<file path="src/rtl/decoder_dense_if.sv">
// Bus bundle for decoder_dense: input vector handshake, weight ROM port and
// the packed result vector with its completion/busy flags.
interface decoder_dense_if #(
    parameter int IN_NUM       = 32,
    parameter int NODE_NUM     = 64,
    parameter int IN_WIDTH     = 17,
    parameter int W_WIDTH      = 9,
    parameter int OUTPUT_WIDTH = 9
);
    localparam int A_W = $clog2(NODE_NUM * (IN_NUM + 1));

    logic                             valid;
    logic [IN_WIDTH*IN_NUM-1:0]       x;
    logic [A_W-1:0]                   w_addr;
    logic [W_WIDTH-1:0]               w_data;
    logic [OUTPUT_WIDTH*NODE_NUM-1:0] out;
    logic                             out_ready;
    logic                             busy;

    // Producer of vectors and owner of the weight ROM.
    modport master (
        output valid, x, w_data,
        input  w_addr, out, out_ready, busy
    );

    // The dense decoder layer itself.
    modport slave (
        input  valid, x, w_data,
        output w_addr, out, out_ready, busy
    );
endinterface

</file>
<file path="src/rtl/decoder_dense.sv">
// Dense (fully connected) decoder layer: one time-multiplexed signed MAC
// walks the weight ROM node by node, adds the bias, requantizes, saturates,
// optionally applies ReLU and stores each node result in its out slot.
module decoder_dense #(
    parameter int IN_NUM          = 32,
    parameter int NODE_NUM        = 64,
    parameter int IN_WIDTH        = 17,
    parameter int IN_FRACTION     = 14,
    parameter int W_WIDTH         = 9,
    parameter int W_FRACTION      = 7,
    parameter int OUTPUT_WIDTH    = 9,
    parameter int OUTPUT_FRACTION = 7,
    parameter int RELU            = 1
) (
    input  logic           clk,
    input  logic           rst,
    decoder_dense_if.slave bus
);
    localparam int TERMS  = NODE_NUM * (IN_NUM + 1);
    localparam int A_W    = $clog2(TERMS);
    localparam int K_W    = $clog2(IN_NUM + 1);
    localparam int N_W    = (NODE_NUM > 1) ? $clog2(NODE_NUM) : 1;
    localparam int PROD_W = IN_WIDTH + W_WIDTH;
    localparam int ACC_W  = PROD_W + K_W;
    localparam int SHIFT  = IN_FRACTION + W_FRACTION - OUTPUT_FRACTION;

    localparam logic signed [ACC_W-1:0] OUT_MAX = (ACC_W'(1) <<< (OUTPUT_WIDTH - 1)) - ACC_W'(1);
    localparam logic signed [ACC_W-1:0] OUT_MIN = ~OUT_MAX;

    typedef enum logic [1:0] {IDLE, MAC, FLUSH, DONE} state_t;

    state_t                         state_q, state_d;
    logic                           start_q;
    logic                           accept;
    logic [A_W-1:0]                 addr_q, addr_d;
    logic [K_W-1:0]                 k_q, k_d;
    logic [N_W-1:0]                 n_q, n_d;
    logic [IN_WIDTH*IN_NUM-1:0]     x_q;

    logic                           vld_p1_q;
    logic [K_W-1:0]                 k_p1_q;
    logic [N_W-1:0]                 n_p1_q;

    logic signed [IN_WIDTH-1:0]     xsel;
    logic signed [W_WIDTH-1:0]      w_s;
    logic signed [PROD_W-1:0]       prod;
    logic signed [ACC_W-1:0]        term;
    logic signed [ACC_W-1:0]        sum;
    logic signed [ACC_W-1:0]        acc_q;
    logic [OUTPUT_WIDTH*NODE_NUM-1:0] out_q;

    // Floor-shift to the output fraction and clamp to the output range.
    function automatic logic signed [ACC_W-1:0] requant_sat(input logic signed [ACC_W-1:0] v);
        logic signed [ACC_W-1:0] s;
        s = v >>> SHIFT;
        if (s > OUT_MAX) begin
            s = OUT_MAX;
        end else if (s < OUT_MIN) begin
            s = OUT_MIN;
        end
        return s;
    endfunction

    // Optional rectifier applied after saturation.
    function automatic logic [OUTPUT_WIDTH-1:0] activate(input logic signed [ACC_W-1:0] s);
        logic signed [ACC_W-1:0] r;
        r = s;
        if ((RELU != 0) && (s < 0)) begin
            r = '0;
        end
        return r[OUTPUT_WIDTH-1:0];
    endfunction

    // A vector is taken only in a truly idle cycle (no start already pending).
    assign accept = (state_q == IDLE) && !start_q && bus.valid;

    // State, address/term counters and the ROM-latency pipeline stage.
    always_ff @(posedge clk) begin
        if (rst) begin
            state_q  <= IDLE;
            start_q  <= 1'b0;
            addr_q   <= '0;
            k_q      <= '0;
            n_q      <= '0;
            vld_p1_q <= 1'b0;
            k_p1_q   <= '0;
            n_p1_q   <= '0;
        end else begin
            state_q  <= state_d;
            start_q  <= accept;
            addr_q   <= addr_d;
            k_q      <= k_d;
            n_q      <= n_d;
            // p1: ROM data for this term arrives in the next cycle
            vld_p1_q <= (state_q == MAC);
            k_p1_q   <= k_q;
            n_p1_q   <= n_q;
        end
    end

    // Next-state logic: one ROM address per MAC cycle, then drain and report.
    always_comb begin
        state_d = state_q;
        addr_d  = addr_q;
        k_d     = k_q;
        n_d     = n_q;
        case (state_q)
            IDLE: begin
                addr_d = '0;
                k_d    = '0;
                n_d    = '0;
                if (start_q) begin
                    state_d = MAC;
                end
            end
            MAC: begin
                addr_d = addr_q + A_W'(1);
                if (k_q == K_W'(IN_NUM)) begin
                    k_d = '0;
                    n_d = n_q + N_W'(1);
                end else begin
                    k_d = k_q + K_W'(1);
                end
                if (addr_q == A_W'(TERMS - 1)) begin
                    state_d = FLUSH;
                    addr_d  = '0;
                    k_d     = '0;
                    n_d     = '0;
                end
            end
            FLUSH: state_d = DONE;
            DONE:  state_d = IDLE;
            default: state_d = IDLE;
        endcase
    end

    // Input vector is held from one acceptance to the next.
    always_ff @(posedge clk) begin
        if (accept && !rst) begin
            x_q <= bus.x;
        end
    end

    // Operand select, single multiplier, bias alignment and accumulate.
    always_comb begin
        xsel = '0;
        for (int i = 0; i < IN_NUM; i++) begin
            if (k_p1_q == K_W'(i)) begin
                xsel = x_q[i*IN_WIDTH +: IN_WIDTH];
            end
        end
        w_s  = bus.w_data;
        prod = PROD_W'(xsel) * PROD_W'(w_s);
        if (k_p1_q == K_W'(IN_NUM)) begin
            term = ACC_W'(w_s) <<< IN_FRACTION;
        end else begin
            term = ACC_W'(prod);
        end
        if (k_p1_q == '0) begin
            sum = term;
        end else begin
            sum = acc_q + term;
        end
    end

    // p2: accumulator update and write-back of each completed node.
    always_ff @(posedge clk) begin
        if (rst) begin
            acc_q <= '0;
            out_q <= '0;
        end else if (vld_p1_q) begin
            acc_q <= sum;
            if (k_p1_q == K_W'(IN_NUM)) begin
                for (int n = 0; n < NODE_NUM; n++) begin
                    if (n_p1_q == N_W'(n)) begin
                        out_q[n*OUTPUT_WIDTH +: OUTPUT_WIDTH] <= activate(requant_sat(sum));
                    end
                end
            end
        end
    end

    assign bus.w_addr    = (state_q == MAC) ? addr_q : '0;
    assign bus.out       = out_q;
    assign bus.out_ready = (state_q == DONE);
    assign bus.busy      = start_q || (state_q != IDLE);

endmodule

</file>
<file path="src/flat_wrapper.sv">
// flat-port wrapper written by rule: the top's interface ports become plain ports
module decoder_dense_flat 
#(
    parameter int IN_NUM          = 32,
    parameter int NODE_NUM        = 64,
    parameter int IN_WIDTH        = 17,
    parameter int IN_FRACTION     = 14,
    parameter int W_WIDTH         = 9,
    parameter int W_FRACTION      = 7,
    parameter int OUTPUT_WIDTH    = 9,
    parameter int OUTPUT_FRACTION = 7,
    parameter int RELU            = 1
)
  (clk, rst, bus_valid, bus_x, bus_w_data, bus_w_addr, bus_out, bus_out_ready, bus_busy);
  decoder_dense_if #(.IN_NUM(IN_NUM), .NODE_NUM(NODE_NUM), .IN_WIDTH(IN_WIDTH), .W_WIDTH(W_WIDTH), .OUTPUT_WIDTH(OUTPUT_WIDTH)) bus_i ();
  input  logic clk;
  input  logic rst;
  input wire logic [$bits(bus_i.valid)-1:0] bus_valid;
  input wire logic [$bits(bus_i.x)-1:0] bus_x;
  input wire logic [$bits(bus_i.w_data)-1:0] bus_w_data;
  output wire logic [$bits(bus_i.w_addr)-1:0] bus_w_addr;
  output wire logic [$bits(bus_i.out)-1:0] bus_out;
  output wire logic [$bits(bus_i.out_ready)-1:0] bus_out_ready;
  output wire logic [$bits(bus_i.busy)-1:0] bus_busy;
  assign bus_i.valid = bus_valid;
  assign bus_i.x = bus_x;
  assign bus_i.w_data = bus_w_data;
  assign bus_w_addr = bus_i.w_addr;
  assign bus_out = bus_i.out;
  assign bus_out_ready = bus_i.out_ready;
  assign bus_busy = bus_i.busy;
  decoder_dense #(.IN_NUM(IN_NUM), .NODE_NUM(NODE_NUM), .IN_WIDTH(IN_WIDTH), .IN_FRACTION(IN_FRACTION), .W_WIDTH(W_WIDTH), .W_FRACTION(W_FRACTION), .OUTPUT_WIDTH(OUTPUT_WIDTH), .OUTPUT_FRACTION(OUTPUT_FRACTION), .RELU(RELU)) u_core (.clk(clk), .rst(rst), .bus(bus_i));
endmodule
</file>
<file path="config.mk">
export PLATFORM = sky130hd
export DESIGN_NAME = decoder_dense_flat
export DESIGN_NICKNAME = d
export VERILOG_FILES = /design/src/rtl/decoder_dense_if.sv /design/src/rtl/decoder_dense.sv /design/src/flat_wrapper.sv
export SDC_FILE = /design/constraint.sdc
export NUM_CORES = 2
export LEC_CHECK = 0
export CORE_AREA = 2 2 448 450
export DETAILED_ROUTE_END_ITERATION = 7
export DIE_AREA = 0 0 450 452
export GPL_TIMING_DRIVEN = 1
export SYNTH_ARGS = -nofsm -noshare
export SYNTH_HDL_FRONTEND = slang
export SYNTH_SLANG_ARGS = --single-unit
</file>
<file path="constraint.sdc">
create_clock -name clk -period 84 [get_ports clk]
set_clock_uncertainty 0.05 [all_clocks]
set_input_delay 25.2 -clock clk [delete_from_list [all_inputs] [get_ports clk]]
set_output_delay 25.2 -clock clk [all_outputs]
set_load 0.05 [all_outputs]
</file>
==> reports/qor.yml <==
outcome:
  status: "complete, no violations"
clock_tree:
  cts_tree: "built"
  clk_pin_slew_ns: 0.06
  cts_buffers: 136
  clockBufferDepth: 3
  holdBufCountCts: 0
  ctsResizeCount: 0
  clkSinkCount: 1192
  worstSkewPairLatency_ns: 0.81
  cts_setup_buffers: 0
  htreeDepth: 4
  root_buffer: "clkbuf_16"
timing:
  finalMaxSlewViolations: 0
  fmaxAchievable_ghz: 0.02692
  fin_crit_sh: 0.4422
  period_minus_slack_ns: 37.15
  hold_viol: 0
  final-setup-viol-count: 0
  rsz0062_at_grt: "no"
  tightest_slew_ns: 1.241
  fin_setup_tns_ns: 0
  slew_headroom: 0.1699
final_layout:
  final_nets: 6622
  drive_gt1_frac: 0.07447
  multi_input_area_sq_um: 21340
  filler_cell_count: 19840
  area_growth_pct: 36.21
  seqCellArea_sq_um: 29320
placement:
  port_buffers: 1145
  hpwl_um: 172500
  globalplace.congestion: 0.9229
yosys:
  async_reset_ff_frac: 0
  synth_commonest_cells: "837 x nor2_1, 648 x dfxtp_1, 544 x edfxtp_1"
  synth_compound_area_frac: 0.1785
  seq_area_frac_synth: 0.5573
  yosys.area.top_type_share: 0.3106
  yosys-top-cells-area: "edfxtp_1 31%, dfxtp_1 25%, a311oi_1 8.7%"
  yosysWarningCount: 0
  synth_fp_nets: 5593
  synth_area_per_cell_sq_um: 10.92
  synth-simple-area-share: 0.1313
  synthFlopType: "dfxtp_1"
  ys_ff_latch: 1192
  synth_largest_area_cell: "edfxtp_1"
  synth_xor_area_frac: 0.007589
  synth_top_family_by_area: "compound AO/OA/AOI/OAI gates"
  synth_cell_types: 82
  netlist_instances: 4814
  synth_edf_count: 544
  yosysMostFrequentCell: "nor2_1"
  synthAdderAreaFrac: 0.07118
  synthMuxAreaShare: 0.01330
  synthesis.area_sq_um: 52590
critical_path:
  slowest_delay_ns: 0.98
  worstPathArrival_ns: 37.71
  cp_data_required_time_ns: 84.56
  critPathTopFamily: "buffers and inverters"
  crit_fanout: 108
  cp-end-kind: "register"
  worstSetupStartpointType: "input pin"
  slowest_stage: "buf_4"
  path_class: "input pin to register"
  cp_num_buf_inv: 6
global_routing:
  grt_pass1_wl_um: 321600
  grt.total_usage: 0.2170
  grt_overflow_total: 0
  antenna_found_initial: 54
  grt_pass1_vias: 42900
  grt_max_degree: 164
routing:
  wire_per_inst_um: 26.68
  wl_um: 230300
  initialDrtViolationCount: 4669
  route.detailed.drc: 0
  num_vias: 44530
  antenna_left: 0
  avgViaCountPerCell: 5.157
  drt_first_pass_iters: 8
floorplanning:
  core_sq_um: 198600
  rows: 164
  ios: 1146
  die_x_um: 450
  dieArea_sq_um: 203400
  die_h_um: 452
  initial_core_util: 0.2648
hold_path:
  hold_class: "register to register"
job:
  drv_cap: 0
==> metrics by stage <==
step / worst slack (ns) / hold slack [ns] / instances / util / instance area (sq um)
after floorplan: 16.69 / 0.3971 / 4814 / - / 52590
after global placement: 46.63 / 0.4137 / 8361 / 0.3372 / 66980
after detailed placement: 46.40 / 0.4240 / 8361 / 0.3372 / 66980
after CTS: 47.27 / 0.4377 / 8605 / 0.3603 / 71560
after global routing: 46.44 / 0.4533 / 8626 / 0.3605 / 71610
final: 46.85 / 0.4355 / 8634 / 0.3606 / 71630
==> cells in the final DEF (no fill, tap or decap), types with 58 or more instances in the layout <==
cell type,count
ha_1,96
edfxtp_1,544
nand3_1,60
dfxtp_1,645
o31ai_1,71
nor2_1,824
and2_1,73
inv_1,126
nand3b_1,67
a21oi_1,150
nand2_1,261
buf_4,140
a311oi_1,524
clkdlybuf4s50_1,1144
o21ai_0,133
a22oi_1,58
clkbuf_16,136
fa_1,127
==> layout make-up <==
cell class | instances | share of cell area
Clock buffer | 183 | 0.05221
Timing Repair Buffer | 1286 | 0.1750
Antenna cell | 29 | 0.001013
Multi-Input combinational cell | 3101 | 0.2978
Sequential cell | 1192 | 0.4093
Clock inverter | 61 | 0.01165
Inverter | 126 | 0.006603
Tap cell | 2656 | 0.04639
==> flip-flops by register name, summed over array words and instances (netlist names) <==
name	count
u_core.acc_q	32
u_core.addr_q	12
u_core.bus.out	576
u_core.k_p1_q	6
u_core.k_q	6
u_core.n_p1_q	6
u_core.n_q	6
u_core.start_q	1
u_core.state_q	2
u_core.vld_p1_q	1
u_core.x_q	544
==> cells by family after synthesis <==
kind of cell	count (synthesis)
adders and majority gates	223
DFF	1192
buffers and inverters	521
AOI/OAI and AO/OA	1230
and+or+nand+nor	1540
xor gates and xnor gates	44
muxes	64
==> metal layers <==
layer,vias up,global-route usage,share of wire
met5,-,0,0.00078
met4,28,0.1160,0.058
met3,487,0.04949,0.077
met2,2265,0.3737,0.49
met1,21640,0.2501,0.38
li1,20110,-,-
==> path summary, 6_finish.rpt <==
| check | cells after the start | end | slack (ns) | startpoint |
|---|---|---|---|---|
| worst min-delay path | 2 | u_core.acc_q[0]$_SDFFE_PP0P_ | 0.44 | u_core.acc_q[0]$_SDFFE_PP0P_ |
| worst min register to register | 2 | u_core.acc_q[0]$_SDFFE_PP0P_ | 0.44 | u_core.acc_q[0]$_SDFFE_PP0P_ |
| worst max register to register | 41 | u_core.bus.out[561]$_SDFFE_PP0P_ | 67.45 | u_core.k_p1_q[1]$_SDFF_PP0_ |
| worst max-delay path | 28 | u_core.bus.out[561]$_SDFFE_PP0P_ | 46.85 | bus_w_data[6] |
==> worst reg2reg max path, delay by kind of cell, from the launching register on <==
| family | cells | cell delay (ns) |
|---|---|---|
| AOI/OAI and AO/OA | 17 | 5.43 |
| DFF | 1 | 0.59 |
| and+or+nand+nor | 5 | 0.79 |
| adders and majority gates | 7 | 3.43 |
| xor gates and xnor gates | 1 | 0.16 |
| buffers and inverters | 10 | 5.70 |
| muxes | 1 | 0.22 |
Power is not shown: default switching activity piles up to over one toggle a cycle in this logic, so the estimate is an artifact.
